--- src/rtl/stream_mux_reg.sv ---
// N-to-1 stream selector with one registered output stage and valid/ready on every port.
// Channel choice is either the sel port (MODE 0) or a round-robin scan from a pointer (MODE 1).
module stream_mux_reg #(
    parameter int unsigned WIDTH = 12,
    parameter int unsigned N_IN  = 4,
    parameter int unsigned MODE  = 0,
    parameter int unsigned SEL_W = (N_IN > 1) ? $clog2(N_IN) : 1
) (
    input  logic                    clk,
    input  logic                    rst_n,
    input  logic [N_IN*WIDTH-1:0]   in_data,
    input  logic [N_IN-1:0]         in_valid,
    output logic [N_IN-1:0]         in_ready,
    input  logic [SEL_W-1:0]        sel,
    output logic [WIDTH-1:0]        out_data,
    output logic                    out_valid,
    input  logic                    out_ready,
    output logic [SEL_W-1:0]        out_src
);

    logic [N_IN-1:0]    grant;
    logic [SEL_W-1:0]   gnt_idx;
    logic [SEL_W-1:0]   ptr;
    logic [SEL_W-1:0]   ptr_nxt;
    logic [2*N_IN-1:0]  rot_valid;
    logic [WIDTH-1:0]   word;
    logic               found;
    logic               can_load;
    logic               xfer;
    int unsigned        idx;
    int unsigned        idx_inc;

    assign can_load = ~out_valid | out_ready;
    assign xfer     = can_load & (|(grant & in_valid));
    // Forced low during reset so no producer sees a handshake while the stage is cleared
    assign in_ready = rst_n ? (grant & {N_IN{can_load}}) : '0;

    // Grant selection: explicit sel, or first valid channel at/after the pointer
    always_comb begin
        grant     = '0;
        gnt_idx   = '0;
        found     = 1'b0;
        idx       = 0;
        rot_valid = {in_valid, in_valid} >> ptr;
        if (MODE == 0) begin
            for (int unsigned i = 0; i < N_IN; i++) begin
                if (sel == SEL_W'(i)) begin
                    grant[i] = 1'b1;
                    gnt_idx  = sel;
                end
            end
        end else begin
            for (int unsigned j = 0; j < N_IN; j++) begin
                if (!found && rot_valid[j]) begin
                    found = 1'b1;
                    idx   = 32'(ptr) + j;
                    if (idx >= N_IN) begin
                        idx = idx - N_IN;
                    end
                end
            end
            for (int unsigned i = 0; i < N_IN; i++) begin
                grant[i] = found && (idx == i);
            end
            gnt_idx = SEL_W'(idx);
        end
    end

    // Selected word and the pointer value that follows a grant
    always_comb begin
        word    = '0;
        idx_inc = 32'(gnt_idx) + 1;
        ptr_nxt = (idx_inc >= N_IN) ? '0 : SEL_W'(idx_inc);
        for (int unsigned i = 0; i < N_IN; i++) begin
            if (grant[i]) begin
                word = in_data[i*WIDTH +: WIDTH];
            end
        end
    end

    always_ff @(posedge clk or negedge rst_n) begin
        if (!rst_n) begin
            out_valid <= 1'b0;
            out_data  <= '0;
            out_src   <= '0;
            ptr       <= '0;
        end else if (xfer) begin
            out_valid <= 1'b1;
            out_data  <= word;
            out_src   <= gnt_idx;
            if (MODE == 1) begin
                ptr <= ptr_nxt;
            end
        end else if (out_ready) begin
            out_valid <= 1'b0;
        end
    end

endmodule
--- config.mk ---
export PLATFORM = sky130hd
export DESIGN_NAME = stream_mux_reg
export DESIGN_NICKNAME = d
export VERILOG_FILES = /design/src/rtl/stream_mux_reg.sv
export SDC_FILE = /design/constraint.sdc
export NUM_CORES = 1
export LEC_CHECK = 0
export CORE_MARGIN = 2
export CORE_UTILIZATION = 31
export CTS_BUF_LIST = sky130_fd_sc_hd__clkbuf_8
export DETAILED_ROUTE_END_ITERATION = 8
export PLACE_DENSITY = 0.88
export SLEW_MARGIN = 20
export SYNTH_ARGS = -nofsm -noshare
export SYNTH_HDL_FRONTEND = slang
export SYNTH_SLANG_ARGS = --single-unit
--- constraint.sdc ---
create_clock -name clk -period 1.5 [get_ports clk]
set_input_delay 0.375 -clock clk [delete_from_list [all_inputs] [get_ports clk]]
set_output_delay 0.375 -clock clk [all_outputs]
set_load 0.01 [all_outputs]
# After elaboration in Yosys (flattened, before gate mapping)
# Cells that the tools add are included.
[op_classes] n_eq_ne=3 reduce_logical=3 bitwise_logic=5 n_mux=15
[ops] operator="$mux W12" count=4
[ops] operator="$and A4 B4 Y4" count=2
[ops] operator="$mux W2" count=4
[ops] operator="$mux W1" count=6
[ops] operator="$eq A2 B2 Y1 const B" count=2
[ops] operator="$mux W4" count=1
[ops] operator="$reduce_or A4 Y1" count=1
[ops] operator="$eq A2 B1 Y1 const B" count=1
[ops] operator="$logic_not A2 Y1" count=1
[ops] operator="$reduce_bool A2 Y1" count=1
[ops] operator="$and A1 B1 Y1" count=1
[ops] operator="$not A1 Y1" count=1
[ops] operator="$or A1 B1 Y1" count=1
[totals] out_inout_bits=19 reg_bits=15 input_bits=57 word_cells=29

# Depth between registers and ports, before layout
[logic_depth] depth_word=6 ltp_mapped=6 ltp_nobuf=4

# Least setup slack after synthesis
# OpenSTA, ideal clock, no wires.
[synth_timing] path_kind="input-to-reg" start="input sel[0]" end="register out_data[2]" path_slack_ns=-0.297 path_buffers=2 setup_time_ns=0.125 stages=4 arrival_time_ns=1.672 t_required_ns=1.375 path_cell_list="buf_2 -> buf_2 -> mux4_2 -> mux2_4"
[synth_between] elab_chain_len=6 elab_cells_between_ends=15 classes_between="eq/ne: 3; mux: 8; bitwise: 2; reduce/logical: 2"
[synth_rtl] item="from (decl)" line_no="14" rtl="input logic [SEL_W-1:0] sel,"
[synth_rtl] item="$logic_not A2 Y1" line_no="47" rtl="if (sel == SEL_W'(i)) begin"
[synth_rtl] item="$mux W1" line_no="47"
[synth_rtl] item="$mux W12 (4 in series)" line_no="75" rtl="if (grant[i]) begin"
[synth_rtl] item="to (signal assigned)" line_no="89" rtl="out_data <= word;"
[synth_rtl] item="to (decl)" line_no="15" rtl="output logic [WIDTH-1:0] out_data,"
# Parallel ways exist; a longest one is shown, timed or not.
# A chain may end at the register's enable or synchronous reset.

# Worst setup path after layout
[layout_timing] start="register out_valid" end="register out_data[9]"
[layout_between] elab_chain_len=3
[layout_rtl] item="from (decl)" line_no="16" rtl="output logic out_valid,"
[layout_rtl] item="from (signal assigned)" line_no="83" rtl="out_valid <= 1'b0;"
[layout_rtl] item="from (signal assigned)" line_no="88" rtl="out_valid <= 1'b1;"
[layout_rtl] item="from (signal assigned)" line_no="95" rtl="out_valid <= 1'b0;"
[layout_rtl] item="$not A1 Y1" line_no="33" rtl="assign can_load = ~out_valid | out_ready;"
[layout_rtl] item="$or A1 B1 Y1" line_no="33"
[layout_rtl] item="$and A1 B1 Y1" line_no="34" rtl="assign xfer = can_load & (|(grant & in_valid));"
# Every way passes these cells.

==> results.sh <==
export IMPL_outcome="finished with violations"
export IMPL_violations="setup timing"
export IMPL_skew_ps=3.66
export IMPL_grt_pass1_vias=1079
export IMPL_ios=76
export IMPL_synth_edf_count=0
export IMPL_yosys_area_top_type="dfrtp_1"
export IMPL_post_route_min_period_ps=1540
export IMPL_port_buffers=75
export IMPL_synthToLayoutAreaGrowth_pct=93.6
export IMPL_slew_limit_headroom=0.870
export IMPL_nets=209
export IMPL_route_met3_wl_um=165
export IMPL_die_h_um=61.1
export IMPL_syn_area_per_cell_um2=16.3
export IMPL_final_util=0.635
export IMPL_drt_pass1_iter_count=2
export IMPL_place_inst=189
export IMPL_maxCapViolCount=0
export IMPL_fin_area_mm2=0.00195
export IMPL_path_class="reg -> reg"
export IMPL_worstMarginPinSlew_ps=195
export IMPL_drc_errors=0
export IMPL_fill_cells=264
export IMPL_startpoint_type="register"
export IMPL_final_antenna_net_count=0
export IMPL_routed_top_layer="met4"
export IMPL_yosys_cell_count_top_type="dfrtp_1"
export IMPL_place_congestion=0.674
export IMPL_critPathTopFamily="flip-flops"
export IMPL_syn_area_mm2=0.00101
export IMPL_min_path_type="in -> async"
export IMPL_cts_buffer_depth=2
export IMPL_h_tree_depth=1
export IMPL_grt_util_all_layers=0.178
export IMPL_r2r_slack_ps=-40
export IMPL_cts_root_buffer="clkbuf_8"
export IMPL_finalPower_mw=1.58
export IMPL_vias=908
export IMPL_syn_inst=62
export IMPL_grt_ovfl_total=0
export IMPL_crit_required_ps=1620
export IMPL_p_leak_nw=0.888
export IMPL_whs_ps=339
export IMPL_r2r_start="out_valid$_DFFE_PN0P_"
export IMPL_end_kind="register"
export IMPL_clkTransAtPathRegs_ps=60
export IMPL_cp_num_buf_inv=2
export IMPL_grt_pass1_wl_um=4840
export IMPL_cts_buffers_inserted=3
export IMPL_wl_per_cell_um=15.7
export IMPL_clk_insertion_delay_late_ps=240
export IMPL_max_freq_ghz=0.650
export IMPL_die_area_mm2=0.00373
export IMPL_cp_cell_sequence="nand2b_4 -> buf_6 -> and3b_4 -> a31oi_4 -> buf_6 -> mux2_4"
export IMPL_dp_hpwl_um=2580
export IMPL_fin_crit_sh=1.02
export IMPL_drive_gt1_frac=0.358
export IMPL_ys_seq_elements=15
export IMPL_drt_iter0_markers=11
export IMPL_synthDistinctLibCells=19
export IMPL_timing_critical_path_mode_cell="buf_6"
export IMPL_cts_hold_buf=0
export IMPL_core_area_mm2=0.00308
export IMPL_synth_main_ff_cell="dfrtp_1"
export IMPL_synth_top_cell_area_share=0.372
export IMPL_r2r_end="out_data[9]$_DFFE_PN0P_"
export IMPL_path_max_fanout=7
export IMPL_reg2regPathDepth=6
export IMPL_finalWorstSetupSlack_ps=-37.4
export IMPL_route_met2_wl_um=1800
export IMPL_avgViaCountPerCell=4.66
export IMPL_synthTopCellsByCount="dfrtp_1, mux2_4, mux4_2"
export IMPL_yosys_warnings=0
export IMPL_floorplan_initialDensity=0.328
export IMPL_antenna_found_initial=0
export IMPL_yosysSeqAreaShare=0.372
export IMPL_slew_violations=0
export IMPL_clock_sinks=15
export IMPL_synth_fp_nets=119
export IMPL_diodes=0
export IMPL_rows=20
export IMPL_grt_max_degree=16
export IMPL_cp_data_arrival_time_ps=1660
export IMPL_synth_async_reset_ratio=1.00
export IMPL_place_area_mm2=0.00188
export IMPL_rsz0062_at_grt="yes"
export IMPL_wl_met1_um=1090
export IMPL_p_per_area_mw_per_mm2=808
export IMPL_die_w_um=61.1
export IMPL_setup_viol=13
export IMPL_report_final_hold_viol_count=0
export IMPL_instances_no_fill=195
export IMPL_ys_top_cells_by_area="dfrtp_1, mux4_2, mux2_4"
export IMPL_cts_tree="done"
export IMPL_wirelength_um=3070
export IMPL_cp_slowest_stage_delay_ps=400
export IMPL_ir_worst_vdd_mv=0.354
export IMPL_cp_slowest_cell="dfrtp_1"
==> worst max-delay path by stage <==
| stage | from | endpoint | slack [ps] | depth (start not counted) |
|---|---|---|---|---|
| 2_1_floorplan | sel[1] | out_data[0]$_DFFE_PN0P_ | -270 | 6 |
| 5_1_grt | out_valid$_DFFE_PN0P_ | out_src[1]$_DFFE_PN0P_ | -100 | 6 |
| 3_3_place_gp | sel[1] | out_src[1]$_DFFE_PN0P_ | -720 | 6 |
| 4_1_cts | out_valid$_DFFE_PN0P_ | out_data[11]$_DFFE_PN0P_ | -40 | 6 |
| 3_5_place_dp | sel[1] | out_data[7]$_DFFE_PN0P_ | -780 | 6 |
| 6_report | out_valid$_DFFE_PN0P_ | out_data[9]$_DFFE_PN0P_ | -40 | 6 |
==> flip-flops by register name, indices dropped and copies added (netlist names) <==
| register | count |
|---|---|
| out_data | 12 |
| out_src | 2 |
| out_valid | 1 |
==> routing by layer <==
| metal | global-route usage | up-vias |
|---|---|---|
| met5 | 0 | - |
| met4 | 0.0373 | 0 |
| met3 | 0.0378 | 2 |
| met2 | 0.348 | 37 |
| met1 | 0.194 | 448 |
| li1 | - | 421 |
==> kinds of logic (layout without fill, tap and decap cells) <==
kind of cell           after synthesis  count (layout)  share of synthesized area
AO/OA/AOI/OAI                        2               2                     0.0260
multiplexers                        28              28                      0.497
buffers and inverters                7              96                     0.0520
AND/OR/NAND/NOR                     10              10                     0.0533
flip-flops                          15              15                      0.372
==> where the power goes <==
part | total, mW | internal [mW] | leakage [nW] | switching, mW
Combinational | 0.700 | 0.472 | 0.687 | 0.229
Clock | 0.314 | 0.181 | 0.0269 | 0.134
Sequential | 0.565 | 0.507 | 0.174 | 0.0580
==> through the flow <==
stage	setup WS [ps]	TNS (ps)
3_3_place_gp	-724	-12190
6_report	-37.4	-373
2_1_floorplan	-269	-3210
5_1_grt	-104	-1460
4_1_cts	-37.5	-407
3_5_place_dp	-784	-13040
==> repair_timing <==
| action | in CTS | in global routing |
|---|---|---|
| buffers inserted | 2 | 0 |
| gates cloned | 1 | 0 |
| endpoints found under the setup margin | 32 | 18 |
| pin swaps | 4 | 3 |
| hold endpoints to repair | 0 | 0 |
| gates resized for setup | 60 | 2 |
==> cell usage in the layout (no fill, tap or decap) <==
cell type / instances
dfrtp_1: 15
mux4_2: 9
a31oi_4: 1
inv_1: 3
mux4_1: 3
nor3_2: 2
buf_6: 5
clkdlybuf4s15_1: 3
nand2_2: 1
nand3_1: 2
buf_4: 10
and3b_4: 1
nand2_1: 1
mux2_4: 15
o21ai_0: 1
clkdlybuf4s15_2: 1
clkdlybuf4s50_1: 48
nor2_1: 2
nand2b_4: 1
dlygate4sd2_1: 17
dlymetal6s2s_1: 1
buf_2: 4
mux2i_1: 1
clkbuf_8: 3
buf_12: 1
==> final cells by class <==
cell class | instances | area [um^2] | area share
Timing Repair Buffer | 90 | 855 | 0.437
Multi-Input combinational cell | 40 | 617 | 0.316
Tap cell | 44 | 55.1 | 0.0282
Inverter | 2 | 7.51 | 0.00384
Sequential cell | 15 | 375 | 0.192
Clock buffer | 3 | 41.3 | 0.0211
Clock inverter | 1 | 3.75 | 0.00192
(Power assumes the default switching activity.)
